[config.mk]
export PLATFORM = sky130hd
export DESIGN_NAME = tour_cmd
export DESIGN_NICKNAME = d
export VERILOG_FILES = /design/src/rtl/tour_cmd.sv
export SDC_FILE = /design/constraint.sdc
export NUM_CORES = 1
export LEC_CHECK = 0
export BUFFER_PORTS_ARGS = -buffer_cell sky130_fd_sc_hd__buf_2
export CAP_MARGIN = 25
export CELL_PAD_IN_SITES_DETAIL_PLACEMENT = 0
export CELL_PAD_IN_SITES_GLOBAL_PLACEMENT = 1
export CORE_MARGIN = 5
export CORE_UTILIZATION = 26
export DETAILED_ROUTE_END_ITERATION = 8
export GPL_ROUTABILITY_DRIVEN = 1
export GPL_TIMING_DRIVEN = 0
export PLACE_DENSITY = 0.73
export SKIP_CTS_REPAIR_TIMING = 1
export SLEW_MARGIN = 0
export SYNTH_ARGS = -nofsm -noshare
export SYNTH_HDL_FRONTEND = slang
export SYNTH_SLANG_ARGS = --single-unit
[constraint.sdc]
create_clock -name clk -period 1.4 [get_ports clk]
set_input_delay 0.21 -clock clk [delete_from_list [all_inputs] [get_ports clk]]
set_output_delay 0.21 -clock clk [all_outputs]
set_load 0.02 [all_outputs]
[src/rtl/tour_cmd.sv]
// Arbitrates the command processor between the UART and knight's-tour replay.
// Define TOUR_FANFARE_EN to issue horizontal tour moves with the fanfare opcode.
module tour_cmd (
    input  logic        clk,
    input  logic        rst_n,
    input  logic        start_tour,
    input  logic [7:0]  move,
    output logic [4:0]  mv_indx,
    input  logic [15:0] cmd_UART,
    input  logic        cmd_rdy_UART,
    output logic [15:0] cmd,
    output logic        cmd_rdy,
    input  logic        clr_cmd_rdy,
    input  logic        send_resp,
    output logic [7:0]  resp
);

    typedef enum logic [2:0] {StIdle, StVert, StHoldV, StHorz, StHoldH} state_e;

    localparam logic [3:0] OpVert = 4'h2;
`ifdef TOUR_FANFARE_EN
    localparam logic [3:0] OpHorz = 4'h3;
`else
    localparam logic [3:0] OpHorz = 4'h2;
`endif
    localparam logic [7:0] HdgN     = 8'h00;
    localparam logic [7:0] HdgW     = 8'h3F;
    localparam logic [7:0] HdgS     = 8'h7F;
    localparam logic [7:0] HdgE     = 8'hBF;
    localparam logic [4:0] LastMove = 5'd23;
    localparam logic [7:0] RespDone = 8'hA5;
    localparam logic [7:0] RespBusy = 8'h5A;

    state_e     state_q, state_d;
    logic [4:0] mv_indx_q, mv_indx_d;
    logic [7:0] vert_hdg, horz_hdg;
    logic [3:0] vert_sq, horz_sq;
    logic       last_move;

    assign mv_indx   = mv_indx_q;
    assign last_move = (mv_indx_q == LastMove);

    // Anything other than a single set bit decodes to a zero-length move.
    always_comb begin
        vert_hdg = HdgN;
        vert_sq  = 4'd0;
        horz_hdg = HdgN;
        horz_sq  = 4'd0;
        case (move)
            8'h01: begin vert_hdg = HdgN; vert_sq = 4'd2; horz_hdg = HdgW; horz_sq = 4'd1; end
            8'h02: begin vert_hdg = HdgN; vert_sq = 4'd2; horz_hdg = HdgE; horz_sq = 4'd1; end
            8'h04: begin vert_hdg = HdgN; vert_sq = 4'd1; horz_hdg = HdgW; horz_sq = 4'd2; end
            8'h08: begin vert_hdg = HdgS; vert_sq = 4'd1; horz_hdg = HdgW; horz_sq = 4'd2; end
            8'h10: begin vert_hdg = HdgS; vert_sq = 4'd2; horz_hdg = HdgW; horz_sq = 4'd1; end
            8'h20: begin vert_hdg = HdgS; vert_sq = 4'd2; horz_hdg = HdgE; horz_sq = 4'd1; end
            8'h40: begin vert_hdg = HdgS; vert_sq = 4'd1; horz_hdg = HdgE; horz_sq = 4'd2; end
            8'h80: begin vert_hdg = HdgN; vert_sq = 4'd1; horz_hdg = HdgE; horz_sq = 4'd2; end
            default: begin
                vert_hdg = HdgN;
                vert_sq  = 4'd0;
                horz_hdg = HdgN;
                horz_sq  = 4'd0;
            end
        endcase
    end

    always_ff @(posedge clk or negedge rst_n) begin
        if (!rst_n) begin
            state_q   <= StIdle;
            mv_indx_q <= 5'd0;
        end else begin
            state_q   <= state_d;
            mv_indx_q <= mv_indx_d;
        end
    end

    always_comb begin
        state_d   = state_q;
        mv_indx_d = mv_indx_q;
        unique case (state_q)
            StIdle: begin
                if (start_tour) begin
                    state_d   = StVert;
                    mv_indx_d = 5'd0;
                end
            end
            StVert:  if (clr_cmd_rdy) state_d = StHoldV;
            StHoldV: if (send_resp) state_d = StHorz;
            StHorz:  if (clr_cmd_rdy) state_d = StHoldH;
            StHoldH: begin
                if (send_resp) begin
                    if (last_move) begin
                        state_d = StIdle;
                    end else begin
                        state_d   = StVert;
                        mv_indx_d = mv_indx_q + 5'd1;
                    end
                end
            end
            default: state_d = StIdle;
        endcase
    end

    always_comb begin
        cmd     = cmd_UART;
        cmd_rdy = 1'b0;
        resp    = RespBusy;
        unique case (state_q)
            StIdle: begin
                cmd     = cmd_UART;
                cmd_rdy = cmd_rdy_UART;
                resp    = RespDone;
            end
            StVert: begin
                cmd     = {OpVert, vert_hdg, vert_sq};
                cmd_rdy = 1'b1;
            end
            StHoldV: cmd = {OpVert, vert_hdg, vert_sq};
            StHorz: begin
                cmd     = {OpHorz, horz_hdg, horz_sq};
                cmd_rdy = 1'b1;
            end
            StHoldH: begin
                cmd  = {OpHorz, horz_hdg, horz_sq};
                resp = last_move ? RespDone : RespBusy;
            end
            default: begin
                cmd     = cmd_UART;
                cmd_rdy = cmd_rdy_UART;
                resp    = RespDone;
            end
        endcase
    end

endmodule

* After elaboration in Yosys (flattened, before gate mapping) *
Index checks and enable logic that the tools add are counted.

cells by class
  add/sub/neg operators = 1
  multiplexer cells = 19
  reductions and logical operators = 14
  equal/unequal tests = 19

operator list
  cell                                                             count
  16-bit one-hot mux with 2 select lines                           1
  8-bit one-hot mux with 2 select lines                            2
  4-bit OR reduction                                               5
  3-bit two-way mux                                                5
  5-bit two-way mux                                                3
  3-bit one-hot mux with 5 select lines                            1
  2-bit != test, second input constant                             6
  5-bit one-hot mux with 2 select lines                            1
  8-bit by 1-bit == test with 1-bit output, second input constant  1
  8-bit by 2-bit == test with 1-bit output, second input constant  1
  8-bit by 3-bit == test with 1-bit output, second input constant  1
  8-bit by 4-bit == test with 1-bit output, second input constant  1
  8-bit by 5-bit == test with 1-bit output, second input constant  1
  8-bit by 6-bit == test with 1-bit output, second input constant  1
  8-bit by 7-bit == test with 1-bit output, second input constant  1
  8-bit == test, second input constant                             1
  8-bit two-way mux                                                1
  2-bit one-hot mux with 2 select lines                            2
  2-bit OR reduction                                               4
  7-bit two-way mux                                                1
  3-bit by 2-bit == test with 1-bit output, second input constant  2
  5-bit by 1-bit adder with 5-bit output, second input constant    1
  5-bit == test, second input constant                             1
  5-bit AND reduction                                              1
  8 further kinds                                                  8

word-level totals
  bits of input ports = 30
  register bits after elaboration = 8
  logic and storage cells = 55

* Longest topological paths before layout *
Gate-level depths: netlist (run 1).

  word-level depth = 4
  gate-level depth with buffers = 6
  gate-level depth less buffers = 5

* Least setup slack after synthesis (run 1) *
OpenSTA, ideal clock, no wires.

  kind = reg2out
  from = register mv_indx_q[0], in the netlist mv_indx[0]
  to = output resp[3]
  path buffers = 1
  path slack = -812 ps
  cell stages (with the launch flop) = 7
  data arrival time = 2002 ps
  data required time = 1190 ps
  cell sequence = dfrtp_1 > ha_1 > and4b_1 > nor3_1 > a21oi_1 > inv_1 > buf_4

between the ends
  longest elaborated chain between the ends = 3

ends and longest elaborated chain
  item                                   RTL line  text
  from (decl)                            35        logic [4:0] mv_indx_q, mv_indx_d;
  from (signal assigned)                 73        mv_indx_q <= mv_indx_d;
  5-bit == test                          41        assign last_move = (mv_indx_q == LastMove);
  8-bit two-way mux                      125       resp = last_move ? RespDone : RespBusy;
  8-bit one-hot mux with 2 select lines  108       unique case (state_q)
  to (decl)                              15        output logic [7:0] resp

No other way between the ends.

* Worst setup path after layout (run 1) *
  from = register state_q[1]
  to = output cmd[8]

between the ends
  longest elaborated chain between the ends = 3
  elaborated cells on any way between the ends = 7

ends and longest elaborated chain
  item                                      RTL line  text
  from (decl)                               34        state_e state_q, state_d;
  from (signal assigned)                    69        state_q <= StIdle;
  from (signal assigned)                    72        state_q <= state_d;
  3-bit == test (tied with other cells)     108
  2-bit OR reduction (no source line)       -
  16-bit one-hot mux with 2 select lines *  108
  to (decl)                                 11        output logic [15:0] cmd,

Mark *: on every way between the ends. The rest lies on a longest branch, timed or not.

==> results of run 1 <==
-- cells in the final DEF (no fill, tap or decap), drive strengths merged, types with 2 or more instances in the layout --
| cell | count |
|---|---|
| buf | 86 |
| a221o | 2 |
| nand3 | 11 |
| nand2 | 11 |
| o31ai | 3 |
| dfrtp | 8 |
| nor4b | 4 |
| clkbuf | 4 |
| a211oi | 3 |
| o21ai | 9 |
| o211ai | 2 |
| and2 | 6 |
| nor3b | 2 |
| xor2 | 4 |
| a21oi | 5 |
| nand3b | 2 |
| inv | 3 |
| nor2 | 8 |
| nor3 | 3 |
| nor4 | 2 |
-- power by group --
| part | internal (mW) | leakage (nW) | total (mW) | switching [mW] |
|---|---|---|---|---|
| sequential | 0.292 | 0.103 | 0.341 | 0.0485 |
| combinational | 2.14 | 0.790 | 4.17 | 2.02 |
| clock | 0.187 | 0.0216 | 0.284 | 0.0969 |
| total | 2.62 | 0.915 | 4.79 | 2.17 |
-- worst max-delay path by stage --
stage / depth (start not counted) / to / start / slack (ps)
floorplan: 6 / resp[3] / mv_indx[0] / -320
global placement: 7 / cmd[7] / state_q[1] / -490
detailed placement: 7 / cmd[9] / state_q[1] / -510
CTS: 7 / cmd[7] / state_q[1] / -770
global route: 7 / cmd[8] / state_q[0] / -720
finish: 7 / cmd[8] / state_q[1] / -640
-- critical path: stages (launching register included) --
cell and delay [ps]:
dfrtp_1 380, buf_8 160, and3b_2 250, a211oi_4 300
buf_4 210, nand2_2 70, nand3_4 70, buf_2 160
-- metal layers --
metal / part of all wire / up-vias
li1: - / 589
met1: 0.41 / 554
met2: 0.51 / 50
met3: 0.069 / 3
met4: 0.011 / 0
met5: 0 / -
-- metrics by stage --
step | hold slack [ps] | instances | instance area, um^2 | setup slack (ps) | TNS, ps
after detailed placement | 68.6 | 223 | 1530 | -511 | -9490
after global placement | 63.0 | 223 | 1530 | -488 | -9020
after floorplan | -85.6 | 119 | 1190 | -316 | -4890
after CTS | -179 | 226 | 1570 | -770 | -15870
final | 309 | 245 | 1920 | -640 | -14600
after global routing | 341 | 245 | 1920 | -723 | -16840
-- registers in the layout (all words and copies together) (netlist names) --
register  count
mv_indx       5
state_q       3
-- kinds of logic (layout without fill, tap and decap cells) --
| logic type | after synthesis | in the layout | synth area share |
|---|---|---|---|
| and+or+nand+nor | 57 | 57 | 0.362 |
| AOI/OAI and AO/OA | 30 | 30 | 0.217 |
| buffers and inverters | 17 | 95 | 0.143 |
| DFF | 8 | 8 | 0.208 |
| xor gates and xnor gates | 5 | 5 | 0.0456 |
| adders and majority gates | 1 | 1 | 0.0130 |
| muxes | 1 | 1 | 0.0104 |
-- layout make-up --
type,instances,area (um^2),share of cell area
Buffer,13,146,0.0763
Clock buffer,3,41.3,0.0215
Inverter,4,21.3,0.0111
Multi-Input combinational cell,94,876,0.457
Sequential cell,8,203,0.106
Tap cell,48,60.1,0.0313
Timing Repair Buffer,75,571,0.297
==> results.md, run 1 <==
- Slew @ Worst Pin: 474 ps
- Seq/Total Area, Yosys: 0.208
- FF-to-FF setup slack: -280 ps
- CP Class: reg -> out
- Final #Nets: 230
- Pwr Density: 2500 nW/um^2
- Violated checks: setup timing
- Fin crit period: 2040 ps
- CTS H-tree depth: 1
- Fillers: 340
- Via density: 4.88
- Endpoint type of the worst setup path: output pin
- Main flop type after synthesis: dfrtp_1
- Final Util: 0.528
- DR iter-0 viols: 37
- RSZ-0062 raised after global routing: true
- Global route hottest layer: met2
- Clk slew on worst S/H paths: 40 ps
- Syn_nets: 150
- Clock Skew: 3.04 ps
- CTS tree: built
- Pwr Total: 4.79 mW
- Total CTS buffers: 3
- Initial core utilization: 0.264
- Pre-Repair DR Iteration Count: 4
- Die area: 5010 um^2
- # port buffers: 56
- Commonest cells post-synth: nand2_1, nand3_1, o21ai_0, dfrtp_1, nor2_1
- Die width: 70.8 um
- Area grow syn2layout: 99.6%
- Cell Rows: 22
- Hold depth: 3
- Critical Path RT: 1190 ps
- CTS Buffer Depth: 2
- RR Endpoint: mv_indx[3]
- RePlAce Congestion: 0.855
- CTS root buf: clkbuf_8
- Area leader, netlist: dfrtp_1
- M1 GR Usage: 0.142
- Max Fclk: 0.490 GHz
- Met2 Usage GRT: 0.173
- Detailed Route WL: 3280 um
- Worst r2r src: mv_indx[0]
- Synth Warn #: 0
- Setup Viol. Count Final: 31
- Hold endpoint: state_q[2]
- Startpoint Class: flop
- DRC: 0
- FF+latch count, synth: 8
- Fin. Hold Viols: 0
- GRT Resource Usage Total: 0.109
- Number of synthesized flops with an enable pin: 0
- GR Layer Usage met3: 0.0241
- Global-route wire length before repair: 4610 um
- Antenna violations before repair: 0
- WL per Instance: 13.4 um
- Post-route ant nets: 0
- Worst Path Arrival: 1830 ps
- Hold Crit Start: clr_cmd_rdy
- Sink Count: 8
- Tcrit/Tclk final: 1.46
- I/O pins: 60
- Hold Path Class: in -> reg
- Post-synthesis cell type count: 43
- Avg Synthesized Cell Area: 8.07 um^2
- Diodes inserted: 0
- Outcome: finished, violations left
- Post-Syn Area: 961 um^2
- Ys async rst share: 1.00
- Core area: 3630 um^2
- Die Y: 70.8 um
- Synth area leaders: dfrtp_1, nand3_1, o21ai_0
- LEAKAGE: 0.915 nW
- Gr ovfl total: 0
- Largest net degree at the start of global routing: 11
- Placed wire-length estimate: 2370 um
- Vias in the first global route: 1,007
- Vias: 1,196
- R2R depth: 5
- Max Cap Viol: 0
- Worst-path maximum fanout: 10
- Maximum vdd drop: 0.000942 V
- Worst slew margin: 0.681
- Yosys top cell area share: 0.208
- Worst skew pair latency: 230 ps
- Final WS setup: -640 ps
- Layout cells sized above 1: 0.685
- Syn Inst Count: 119
- Fin. max-slew vios: 0
No activity file was read; power rests on OpenSTA's default activity.
==> run 2: changes to the inputs <==
--- a/config.mk
+++ b/config.mk
@@ -15,6 +15,7 @@
 export GPL_ROUTABILITY_DRIVEN = 1
 export GPL_TIMING_DRIVEN = 0
 export PLACE_DENSITY = 0.73
+export RECOVER_POWER = 100
 export SKIP_CTS_REPAIR_TIMING = 1
 export SLEW_MARGIN = 0
 export SYNTH_ARGS = -nofsm -noshare
==> run 2 against run 1 <==
Clock power about the same. Global-route usage unchanged. Cell count unchanged. The run still ends with setup timing left. Combinational power about the same. Largest cell class unchanged. Critical path type unchanged. Sequential share of layout area about the same.
==> results.md, run 2 (same netlist as run 1, synthesis figures left out) <==
- Outcome: finished, violations left
- Violated checks: setup timing
- Endpoint type of the worst setup path: output pin
- DRC: 0 (unchanged)
- Multi-input gate area: 876 um^2 (unchanged)
- Metal3 WL: 225 um (unchanged)
- Fillers: 341 (+0.29%)
- Max Cap Viol: 0 (unchanged)
- CTS H-tree depth: 1 (unchanged)
- Antenna violations before repair: 0 (unchanged)
- FF/Latch Area: 203 um^2 (unchanged)
- Startpoint Class: flop
- Setup Viol. Count Final: 31 (unchanged)
- DR top layer: met4
- Slew @ Worst Pin: 474 ps (unchanged)
- Final WS setup: -640 ps (unchanged)
- Clk slew on worst S/H paths: 40 ps (about the same)
- Commonest non-fill, non-tap cell in the layout: buf_2
- Sink Count: 8 (unchanged)
- Final #Nets: 230 (unchanged)
- Post-route ant nets: 0 (unchanged)
- WL per Instance: 13.4 um (about the same)
- CTS Buffer Depth: 2 (unchanged)
- Commonest cells after routing, fill and taps aside: buf_2, buf_6, buf_4
- Global-route wire length before repair: 4610 um (unchanged)
- Area grow syn2layout: 99.5% (about the same)
- Wl on met1: 1350 um (-0.30%)
- Maximum vdd drop: 0.000942 V (unchanged)
- Diodes inserted: 0 (unchanged)
- Fin. max-slew vios: 0 (unchanged)
- # port buffers: 56 (unchanged)
- Worst skew pair latency: 230 ps (about the same)
- Total CTS buffers: 3 (unchanged)
- Fin crit period: 2040 ps (unchanged)
- Layout cells sized above 1: 0.680 (-0.00508)
- Tcrit/Tclk final: 1.46 (unchanged)
- Gr ovfl total: 0 (unchanged)
- Met2 Routed Length: 1670 um (+0.12%)
- CP Class: reg -> out
- Clock Skew: 3.04 ps (+0.0000200 ps)
- Die width: 70.8 um (unchanged)
- Die area: 5010 um^2 (unchanged)
- Via density: 4.89 (+0.17%)
- Critical Path RT: 1190 ps (about the same)
- Worst-path maximum fanout: 10 (unchanged)
- Final Util: 0.528 (about the same)
- Pwr Total: 4.79 mW (about the same)
- Max Fclk: 0.490 GHz (unchanged)
- Critical Path Max Stage Delay: 380 ps (about the same)
- GRT Resource Usage Total: 0.109 (unchanged)
- Critical-path top delay cell: dfrtp_1
- Vias: 1,198 (+0.17%)
- RePlAce Congestion: 0.855 (unchanged)
- Worst Path Arrival: 1830 ps (about the same)
- Hold Path Class: in -> reg
- Largest net degree at the start of global routing: 11 (unchanged)
- LEAKAGE: 0.912 nW (-0.30%)
- Vias in the first global route: 1,007 (unchanged)
- Pwr Density: 2500 nW/um^2 (about the same)
- I/O pins: 60 (unchanged)
- Cell Rows: 22 (unchanged)
- CTS root buf: clkbuf_8
- Crit path cell chain: buf_8 -> and3b_2 -> a211oi_4 -> buf_4 -> nand2_2 -> nand3_4 -> buf_2
- Pre-Repair DR Iteration Count: 4 (unchanged)
- Fin. Hold Viols: 0 (unchanged)
- Detailed Route WL: 3280 um (about the same)
- RSZ-0062 raised after global routing: true
- Die Y: 70.8 um (unchanged)
- Worst slew margin: 0.681 (unchanged)
- Initial core utilization: 0.264 (unchanged)
- Placed wire-length estimate: 2370 um (unchanged)
- Core area: 3630 um^2 (unchanged)
- Max reg flops: 5 (unchanged)
- CTS tree: built
- DR iter-0 viols: 37 (unchanged)
==> run 2: cell count changes in the layout (fill, tap and decap cells not counted), sizes merged <==
cell / delta
buf: -1
clkbuf: +1
==> run 2: worst max-delay path: cells and delay by family, from the launching register on <==
kind / cells / cell delay (ps)
buffers and inverters: 3 / 530
and+or+nand+nor: 3 / 390
DFF: 1 / 380
AOI/OAI and AO/OA: 1 / 300
==> run 2: metal layers <==
metal / GRT usage / vias to the layer above
li1: - / 589
met1: 0.142 / 556
met2: 0.173 / 50
met3: 0.0241 / 3
met4: 0.0438 / 0
met5: 0 / -
==> run 2: cell type report <==
| class | count | share of cell area |
|---|---|---|
| Sequential cell | 8 | 0.106 |
| Buffer | 13 | 0.0764 |
| Timing Repair Buffer | 75 | 0.297 |
| Clock buffer | 3 | 0.0215 |
| Multi-Input combinational cell | 94 | 0.457 |
| Inverter | 4 | 0.0111 |
| Tap cell | 48 | 0.0313 |
==> run 2: through the flow <==
stage	setup WS [ps]	TNS (ps)	instances	hold WS, ps	cell area [um^2]
floorplan	-316	-4890	119	-85.6	1190
CTS	-770	-15870	226	-179	1570
global placement	-488	-9020	223	63.0	1530
global route	-723	-16840	245	341	1920
detailed placement	-511	-9490	223	68.6	1530
finish	-640	-14600	245	309	1920
==> run 2: path summary, 6_finish.rpt <==
check | startpoint | to | slack, ps | cells after the start
hold / removal | clr_cmd_rdy | state_q[2] | 310 | 3
min in group asynchronous | rst_n | state_q[0] | 430 | 2
setup reg to reg | mv_indx[0] | mv_indx[3] | -280 | 5
max in group asynchronous | rst_n | mv_indx[1] | 630 | 2
setup / recovery | state_q[1] | cmd[8] | -640 | 7
hold reg to reg | mv_indx[4] | mv_indx[4] | 530 | 1
==> run 2: power breakdown <==
group	total (mW)	switching (mW)	internal (mW)	leakage [nW]
clock network	0.284	0.0969	0.187	0.0216
registers	0.341	0.0485	0.292	0.103
logic	4.17	2.02	2.14	0.788
total	4.79	2.17	2.62	0.912
